--- config.mk ---
export PLATFORM = sky130hd
export DESIGN_NAME = date_counter
export DESIGN_NICKNAME = d
export VERILOG_FILES = /design/src/rtl/date_counter.sv
export SDC_FILE = /design/constraint.sdc
export NUM_CORES = 1
export LEC_CHECK = 0
export ABC_AREA = 1
export CAP_MARGIN = 20
export CORE_UTILIZATION = 45
export CTS_CLUSTER_DIAMETER = 200
export CTS_CLUSTER_SIZE = 25
export DETAILED_ROUTE_END_ITERATION = 10
export GPL_TIMING_DRIVEN = 0
export PLACE_DENSITY = 0.8
export SYNTH_ARGS = -nofsm -noshare
export SYNTH_HDL_FRONTEND = slang
export SYNTH_SLANG_ARGS = --single-unit
export TNS_END_PERCENT = 20
--- constraint.sdc ---
create_clock -name clk_1s -period 3.1 [get_ports clk_1s]
set_input_delay 0.93 -clock clk_1s [delete_from_list [all_inputs] [get_ports clk_1s]]
set_output_delay 0.93 -clock clk_1s [all_outputs]
set_load 0.005 [all_outputs]
--- src/rtl/date_counter.sv ---
// date_counter: day-of-month / month calendar stage feeding the year counter's enable.
// Optional macro LEAP_YEAR_EN: February follows the Gregorian leap rule on the year input.
module date_counter #(
  parameter int unsigned RESET_DAY   = 1,
  parameter int unsigned RESET_MONTH = 1
) (
  input  logic        clk_1s,
  input  logic        rst,
  input  logic        day_tick,
  input  logic [11:0] year,
  input  logic        set_enable,
  input  logic        set_sel,
  input  logic        inc,
  input  logic        dec,
  output logic [4:0]  day,
  output logic [3:0]  month,
  output logic [3:0]  day_tens,
  output logic [3:0]  day_units,
  output logic [3:0]  month_tens,
  output logic [3:0]  month_units,
  output logic        year_tick
);

  logic [4:0] r_day;
  logic [3:0] r_month;
  logic       r_year_tick;
  logic       r_inc_q;
  logic       r_dec_q;

  logic       w_inc_p;
  logic       w_dec_p;
  logic       w_leap;
  logic [4:0] w_max_day;
  logic [4:0] w_day_eff;
  logic [3:0] w_new_month;
  logic [4:0] w_new_max;
  logic [4:0] w_day_nxt;
  logic [3:0] w_month_nxt;
  logic       w_year_tick_nxt;

  function automatic logic [4:0] f_max_day(input logic [3:0] m, input logic leap);
    case (m)
      4'd4, 4'd6, 4'd9, 4'd11: f_max_day = 5'd30;
      4'd2:                    f_max_day = leap ? 5'd29 : 5'd28;
      default:                 f_max_day = 5'd31;
    endcase
  endfunction

`ifdef LEAP_YEAR_EN
  assign w_leap = (year[1:0] == 2'b00) &&
                  (((year % 12'd100) != 12'd0) || ((year % 12'd400) == 12'd0));
`else
  logic w_unused_year;
  assign w_unused_year = ^year;
  assign w_leap        = 1'b0;
`endif

  assign w_inc_p   = inc & ~r_inc_q;
  assign w_dec_p   = dec & ~r_dec_q;
  assign w_max_day = f_max_day(r_month, w_leap);
  // Day limited to the current month length; also serves as the idle clamp.
  assign w_day_eff = (r_day > w_max_day) ? w_max_day : r_day;

  assign w_new_month = w_inc_p ? ((r_month >= 4'd12) ? 4'd1  : r_month + 4'd1)
                               : ((r_month <= 4'd1)  ? 4'd12 : r_month - 4'd1);
  assign w_new_max   = f_max_day(w_new_month, w_leap);

  always_comb begin
    w_day_nxt       = w_day_eff;
    w_month_nxt     = r_month;
    w_year_tick_nxt = 1'b0;
    if (set_enable) begin
      if (w_inc_p ^ w_dec_p) begin
        if (!set_sel) begin
          if (w_inc_p) w_day_nxt = (w_day_eff == w_max_day) ? 5'd1 : w_day_eff + 5'd1;
          else         w_day_nxt = (w_day_eff <= 5'd1) ? w_max_day : w_day_eff - 5'd1;
        end else begin
          w_month_nxt = w_new_month;
          w_day_nxt   = (r_day > w_new_max) ? w_new_max : r_day;
        end
      end
    end else if (day_tick) begin
      if (w_day_eff < w_max_day) begin
        w_day_nxt = w_day_eff + 5'd1;
      end else begin
        w_day_nxt = 5'd1;
        if (r_month >= 4'd12) begin
          w_month_nxt     = 4'd1;
          w_year_tick_nxt = 1'b1;
        end else begin
          w_month_nxt = r_month + 4'd1;
        end
      end
    end
  end

  always_ff @(posedge clk_1s or posedge rst) begin
    if (rst) begin
      r_day       <= 5'(RESET_DAY);
      r_month     <= 4'(RESET_MONTH);
      r_year_tick <= 1'b0;
      r_inc_q     <= 1'b0;
      r_dec_q     <= 1'b0;
    end else begin
      r_day       <= w_day_nxt;
      r_month     <= w_month_nxt;
      r_year_tick <= w_year_tick_nxt;
      r_inc_q     <= inc;
      r_dec_q     <= dec;
    end
  end

  always_comb begin
    day_tens  = 4'd0;
    day_units = 4'(r_day);
    if (r_day >= 5'd30) begin
      day_tens  = 4'd3;
      day_units = 4'(r_day - 5'd30);
    end else if (r_day >= 5'd20) begin
      day_tens  = 4'd2;
      day_units = 4'(r_day - 5'd20);
    end else if (r_day >= 5'd10) begin
      day_tens  = 4'd1;
      day_units = 4'(r_day - 5'd10);
    end
  end

  assign month_tens  = (r_month >= 4'd10) ? 4'd1 : 4'd0;
  assign month_units = (r_month >= 4'd10) ? r_month - 4'd10 : r_month;
  assign day         = r_day;
  assign month       = r_month;
  assign year_tick   = r_year_tick;

endmodule

==> results of run 1 <==
[metal layers]
metal,part of all wire [%],up-vias,wire length (µm),GRT usage [%]
li1,-,1032,-,-
met1,45,937,2453,34.83
met2,47,95,2560,35.31
met3,6.3,8,344,1.736
met4,1.4,0,78,6.522
met5,0,-,0,0
[flip-flops by register name (all words and copies together), names as in the netlist]
signal and cells:
day 5, month 4, r_dec_q 1, r_inc_q 1, year_tick 1
[placed cells by master, fill, tap and decap left out, types with 3 or more instances in the layout]
| cell | instances |
|---|---|
| o21ai_1 | 7 |
| o21ai_2 | 4 |
| ha_2 | 5 |
| conb_1 | 5 |
| inv_2 | 8 |
| nand2_1 | 67 |
| buf_4 | 31 |
| nand3_1 | 18 |
| xor2_1 | 4 |
| ha_1 | 15 |
| clkdlybuf4s50_1 | 23 |
| nor2_1 | 20 |
| a21oi_1 | 12 |
| o21ai_0 | 12 |
| a21oi_2 | 4 |
| dfrtp_1 | 6 |
| nand3_2 | 5 |
| inv_1 | 29 |
| nor2_4 | 3 |
| dfrtp_2 | 4 |
| xnor2_1 | 3 |
| nor2_2 | 5 |
| nand2_2 | 12 |
| o211ai_1 | 4 |
| clkbuf_8 | 4 |
[worst max-delay path by stage]
| stage | from | slack (ns) | endpoint | cells after the start |
|---|---|---|---|---|
| floorplan | month[0] | 0.12 | day[4] | 20 |
| global placement | inc | -0.55 | day[1] | 17 |
| detailed placement | inc | -0.59 | day[1] | 17 |
| CTS | inc | 0.003 | day[1] | 18 |
| global route | inc | -0.21 | day[0] | 18 |
| finish | inc | -0.08 | day[0] | 18 |
[power groups by stage]
stage / registers [mW] / logic (mW) / clock network, mW
global route: 0.315 / 2.21 / 0.186
floorplan: 0.291 / 1.03 / 0
global placement: 0.309 / 1.50 / 0
finish: 0.310 / 2.02 / 0.171
CTS: 0.298 / 1.73 / 0.174
detailed placement: 0.313 / 1.54 / 0
[worst register-to-register path, delay by kind of cell (launching register included)]
kind,cells,cell delay [ns]
adders and majority gates,3,0.72
DFF,1,0.56
buffers and inverters,4,0.27
and+or+nand+nor,12,0.91
AOI/OAI and AO/OA,3,0.45
[Yosys cell counts, types with 2 or more instances]
master    count  area, µm²
inv_1        37      138.9
nor2_1       26      97.59
xnor2_1       3      26.28
o21ai_1       7      35.03
clkinv_1      2      7.510
buf_2         2      10.01
nand3_1      23      115.1
a21oi_1      15      75.07
nor2_4        2      22.52
inv_2         2      7.510
nand2_1      75      281.5
xor2_1        4      35.03
nand2_2       4      25.02
nand2_4       2      22.52
ha_1         22      275.3
dfstp_2       2      52.55
o211ai_1      4      30.03
o21ai_0      16      80.08
nor3_1        2      10.01
dfrtp_1      10      250.2
buf_4         7      52.55
a31oi_1       2      12.51
[through the flow]
step	power (mW)	instances	hold WS, ns
after CTS	2.204	373	0.5327
after global placement	1.814	362	0.5088
after global routing	2.708	389	0.5635
after detailed placement	1.850	362	0.5130
after floorplan	1.326	289	0.4768
final	2.500	389	0.5300
[layout make-up]
type                    instances  area (µm²)
fillers                       315        1194
repair buffers                 48       431.7
inverters                      42       173.9
multi-input cells             223        1434
flip-flops and latches         12       307.8
plain buffers                  12       87.58
clock buffers                   4       55.05
well taps                      48       60.06
[timing repair]
| action | 4_1_cts | 5_1_grt |
|---|---|---|
| endpoints found under the setup margin | 15 | 15 |
| setup buffers | 7 | 16 |
| resized for setup | 33 | 35 |
| pin swaps | 3 | 19 |
[kinds of logic (layout without fill, tap and decap cells)]
kind of cell | Yosys count | in the layout | share of synthesized area [%]
simple gates | 135 | 135 | 32.33
flops | 12 | 12 | 16.86
compound gates | 53 | 53 | 17.56
xor+xnor | 7 | 7 | 3.415
fa+ha+maj | 22 | 22 | 15.33
other cells | 1 | 5 | 0.2089
mux | 1 | 1 | 0.5575
buf+inv | 54 | 106 | 13.73
==> flow_metrics.env, run 1 <==
export IMPL_cts_htree_levels=1
export IMPL_antenna_found_initial=0
export IMPL_power_density_mw_per_mm2=980.3
export IMPL_cp_end_kind="flop"
export IMPL_synth_area_mm2=0.001795
export IMPL_die_y_um=65.17
export IMPL_drt_iter0_drc=230
export IMPL_synthCells=285
export IMPL_critPathLaunchType="primary input"
export IMPL_critPathKind="in -> reg"
export IMPL_maxSlewViolCount=0
export IMPL_power_switching_mw=1.248
export IMPL_fin_area_mm2=0.002550
export IMPL_post_route_util_pct=68.12
export IMPL_leakage_nw=1.257
export IMPL_worstSkewPairLatency_ns=0.24
export IMPL_cts_buffers=3
export IMPL_r2r_end="day[1]"
export IMPL_grt_max_degree=13
export IMPL_rsz0062_at_grt="true"
export IMPL_tns_ns=-0.1679
export IMPL_num_io_pins=45
export IMPL_grt_pass1_wl_mm=7.672
export IMPL_numPortBuffers=25
export IMPL_relSlewSlack_pct=64.09
export IMPL_cp_data_required_time_ns=3.29
export IMPL_power_frac_comb_pct=80.8
export IMPL_irDropWorstVdd_mv=0.5597
export IMPL_fin_skew_ns=0.006083
export IMPL_setup_slack_ns=-0.07773
export IMPL_cp_max_fo=4
export IMPL_ys_warn_count=0
export IMPL_max_freq_ghz=0.3147
export IMPL_place_ws_ns=-0.5852
export IMPL_wl_per_cell_um=13.98
export IMPL_p_int_mw=1.252
export IMPL_rr_startpoint="month[0]"
export IMPL_period_minus_slack_ns=3.178
export IMPL_fp_dieW_um=65.17
export IMPL_r2r_slack_ns=0.09
export IMPL_synth_seq_area_share_pct=16.86
export IMPL_start_util_pct=47.96
export IMPL_drive_above_1_share_pct=30.79
export IMPL_ant_nets=0
export IMPL_hold_end="day[0]"
export IMPL_clkSinkCount=12
export IMPL_antennaDiodeCount=0
export IMPL_syn_area_per_cell_um2=6.300
export IMPL_crit_top_cell="nand2_1"
export IMPL_finalSetupViolations=3
export IMPL_dpl_hpwl_mm=3.371
export IMPL_dpl_cell_area_mm2=0.002121
export IMPL_cts_path_max_buffers=2
export IMPL_whs_path_depth=2
export IMPL_p_clk_share_pct=6.8
export IMPL_grt_pass1_vias=1673
export IMPL_core_area_mm2=0.003744
export IMPL_rows=22
export IMPL_fin_crit_sh_pct=102.5
export IMPL_cp_top_family="buffers and inverters"
export IMPL_path_cells="clkdlybuf4s50_1, inv_1, nor2_4, buf_4, nand2_1, o21ai_2, inv_1, a21oi_1, nand2_1, ha_1, nand3_1, nand2_1, nor2_2, nor2_2, buf_4, a31oi_1, nand2_1, nand2_1"
export IMPL_drc_errors=0
export IMPL_arrival_ns=3.36
export IMPL_hold_path_class="reg -> reg"
export IMPL_ys_types=38
export IMPL_synth_flop_cell="dfrtp_1"
export IMPL_cts_tree="built"
export IMPL_hold_viol_final=0
export IMPL_hold_path_startpoint="day[0]"
export IMPL_cap_violations=0
export IMPL_outcome="finished with violations"
export IMPL_area_growth_pct=42.02
export IMPL_die_area_mm2=0.004246
export IMPL_grt_use_total_pct=23.23
export IMPL_worst_pin_slew_ns=0.5348
export IMPL_failed_checks="negative setup slack"
export IMPL_nets=383
export IMPL_via_per_inst=5.326
export IMPL_cts_root_buffer="clkbuf_8"
export IMPL_synth_edf_count=0
export IMPL_slowest_delay_ns=0.48
export IMPL_path_clk_slew_ns=0.06
export IMPL_gp_congestion=0.9209
export IMPL_seq_power_share_pct=12.4
export IMPL_first_pass_iters=5
export IMPL_async_reset_ff_share_pct=100.0
export IMPL_r2r_cells=22
export IMPL_grt_overflow=0
export IMPL_vias=2072
export IMPL_ys_seq_elements=12
export IMPL_p_sw_share_pct=49.92
export IMPL_postCtsHoldBufs=0
export IMPL_crit_buf_inv=5
export IMPL_finalWirelength_mm=5.437
export IMPL_cp_slowest_cell="clkdlybuf4s50_1"
Power figures use the tool's default switching activity.
==> run 2: changes to the inputs <==
clock period = 2.6 ns   (was 3.1 ns; I/O delays follow)
==> run 2 against run 1 <==
Compared with the run above: the run still ends with negative setup slack left; power grew 38%; worst hold slack got worse by 0.016 ns; largest cell class unchanged; cell count up 3.1%; critical endpoint is now day[3]; wire length grew 8.2%; clock skew is 0.0042 ns lower; critical path depth grew 4; via count rose by 6.5%; worst setup slack got worse by 0.33 ns; clock-buffer cell count did not move; register-to-register slack worse by 0.50 ns; first-iteration DRC count fell by 21%.
==> flow_metrics.env, run 2 (synthesis results as in run 1) <==
export IMPL_outcome="finished with violations"
export IMPL_failed_checks="negative setup slack"
export IMPL_grt_max_degree=13
export IMPL_gp_congestion=0.9246
export IMPL_grt_pass1_wl_mm=8.687
export IMPL_core_area_mm2=0.003744
export IMPL_cp_end_kind="flop"
export IMPL_setup_slack_ns=-0.4052
export IMPL_post_route_util_pct=75.67
export IMPL_crit_buf_inv=5
export IMPL_finalWirelength_mm=5.885
export IMPL_postCtsHoldBufs=0
export IMPL_finalSetupViolations=16
export IMPL_maxSlewViolCount=0
export IMPL_irDropWorstVdd_mv=0.7715
export IMPL_dpl_hpwl_mm=3.502
export IMPL_nets=395
export IMPL_multi_input_area_mm2=0.001608
export IMPL_period_minus_slack_ns=3.005
export IMPL_drive_above_1_share_pct=36.83
export IMPL_cts_buffers=3
export IMPL_layout_area_seq_um2=306.5
export IMPL_antennaDiodeCount=0
export IMPL_final_cell_mix="64 x nand2_1, 42 x buf_4, 26 x inv_1"
export IMPL_power_density_mw_per_mm2=1217
export IMPL_nFillCells=256
export IMPL_arrival_ns=3.18
export IMPL_grt_pass1_vias=1972
export IMPL_grt_use_total_pct=26.52
export IMPL_rsz0062_at_grt="true"
export IMPL_numPortBuffers=25
export IMPL_worst_pin_slew_ns=0.5588
export IMPL_critPathKind="reg -> reg"
export IMPL_cp_top_family="simple AND/OR/NAND/NOR gates"
export IMPL_die_area_mm2=0.004246
export IMPL_drt_iter0_drc=181
export IMPL_cts_root_buffer="clkbuf_8"
export IMPL_fp_dieW_um=65.17
export IMPL_hold_path_class="reg -> reg"
export IMPL_whs_ns=0.5141
export IMPL_largest_register_ffs=5
export IMPL_antenna_found_initial=0
export IMPL_cp_data_required_time_ns=2.77
export IMPL_final_common_cell="nand2_1"
export IMPL_fin_crit_sh_pct=115.6
export IMPL_rows=22
export IMPL_num_io_pins=45
export IMPL_first_pass_iters=5
export IMPL_slowest_delay_ns=0.65
export IMPL_hold_viol_final=0
export IMPL_start_util_pct=47.96
export IMPL_cp_slowest_cell="dfstp_2"
export IMPL_cap_violations=0
export IMPL_drc_errors=0
export IMPL_path_clk_slew_ns=0.05
export IMPL_grt_overflow=0
export IMPL_fin_skew_ns=0.001863
export IMPL_worstSkewPairLatency_ns=0.25
export IMPL_clkSinkCount=12
export IMPL_relSlewSlack_pct=62.36
export IMPL_wl_per_cell_um=14.68
export IMPL_area_growth_pct=57.77
export IMPL_critPathLaunchType="flop"
export IMPL_leakage_nw=1.369
export IMPL_die_y_um=65.17
export IMPL_max_freq_ghz=0.3328
export IMPL_cp_max_fo=5
export IMPL_vias=2207
export IMPL_cts_htree_levels=1
export IMPL_cts_tree="built"
export IMPL_via_per_inst=5.504
export IMPL_path_cells="inv_4, ha_4, inv_2, nand2_1, nand2_1, nand3_2, inv_2, ha_4, nand3_4, nand2_2, nor2_4, nand2_2, nand2_4, ha_4, inv_2, o21ai_2, nand2_1, nand2_2, buf_4, a21oi_1, o21ai_1, a21oi_2"
export IMPL_r2r_slack_ns=-0.41
export IMPL_cts_path_max_buffers=2
export IMPL_ant_nets=0
run 2: routing by layer:
| metal | wire length [µm] | vias to the layer above | global-route usage (%) | part of all wire (%) |
|---|---|---|---|---|
| met3 | 453 | 15 | 1.910 | 7.7 |
| met5 | 0 | - | 0 | 0 |
| met2 | 2913 | 115 | 46.01 | 49 |
| met4 | 129 | 0 | 9.783 | 2.2 |
| li1 | - | 1048 | - | - |
| met1 | 2389 | 1029 | 34.20 | 41 |
run 2: final timing paths:
| check | from | end | cells past startpoint |
|---|---|---|---|
| max | month[0] | day[3] | 22 |
| min | day[0] | day[0] | 2 |
| max reg2reg | month[0] | day[3] | 22 |
| min reg2reg | day[0] | day[0] | 2 |
| max in group asynchronous | rst | day[3] | 2 |
| min in group asynchronous | rst | r_inc_q | 2 |
run 2: worst register-to-register path, cell delays in order (launching register included):
cell     delay, ns
dfstp_2       0.65
inv_4         0.08
ha_4          0.18
inv_2         0.05
nand2_1       0.04
nand2_1       0.06
nand3_2       0.08
inv_2         0.09
ha_4          0.21
nand3_4       0.07
nand2_2       0.07
nor2_4        0.14
nand2_2       0.10
nand2_4       0.10
ha_4          0.21
inv_2         0.05
o21ai_2       0.07
nand2_1       0.09
nand2_2       0.10
buf_4         0.16
a21oi_1       0.11
o21ai_1       0.09
a21oi_2       0.14
run 2: repair_timing:
item	CTS	global route
endpoints found under the setup margin	19	19
buffers inserted	24	11
gates resized for setup	66	14
pin swaps	32	15
endpoints found under the hold margin	0	0
run 2: cell type report:
type,count,share of cell area (%)
plain buffers,12,3.092
inverters,42,6.405
flip-flops and latches,12,10.82
repair buffers,60,18.86
multi-input cells,223,56.76
clock buffers,4,1.943
well taps,48,2.120
run 2: stage by stage:
stage	total power, mW	worst slack [ns]	TNS, ns	instances	area [µm²]
floorplan	1.691	-0.1464	-0.8594	289	1886
global placement	2.283	-0.9210	-7.081	362	2196
detailed placement	2.330	-0.9441	-7.670	362	2196
CTS	3.112	-0.3030	-3.584	390	2678
global route	3.690	-0.5870	-6.338	401	2833
finish	3.447	-0.4052	-4.203	401	2833
run 2: where the power goes:
part	switching [mW]	total, mW	internal [mW]
clock network	0.0727	0.207	0.134
logic	1.50	2.86	1.35
registers	0.124	0.384	0.261
total	1.70	3.45	1.75
==> run 3: changes to the inputs <==
HOLD_SLACK_MARGIN = 0.02   (was default)
==> results of run 3 <==
The final DEF is identical to that of run 2; final timing and power are the same.
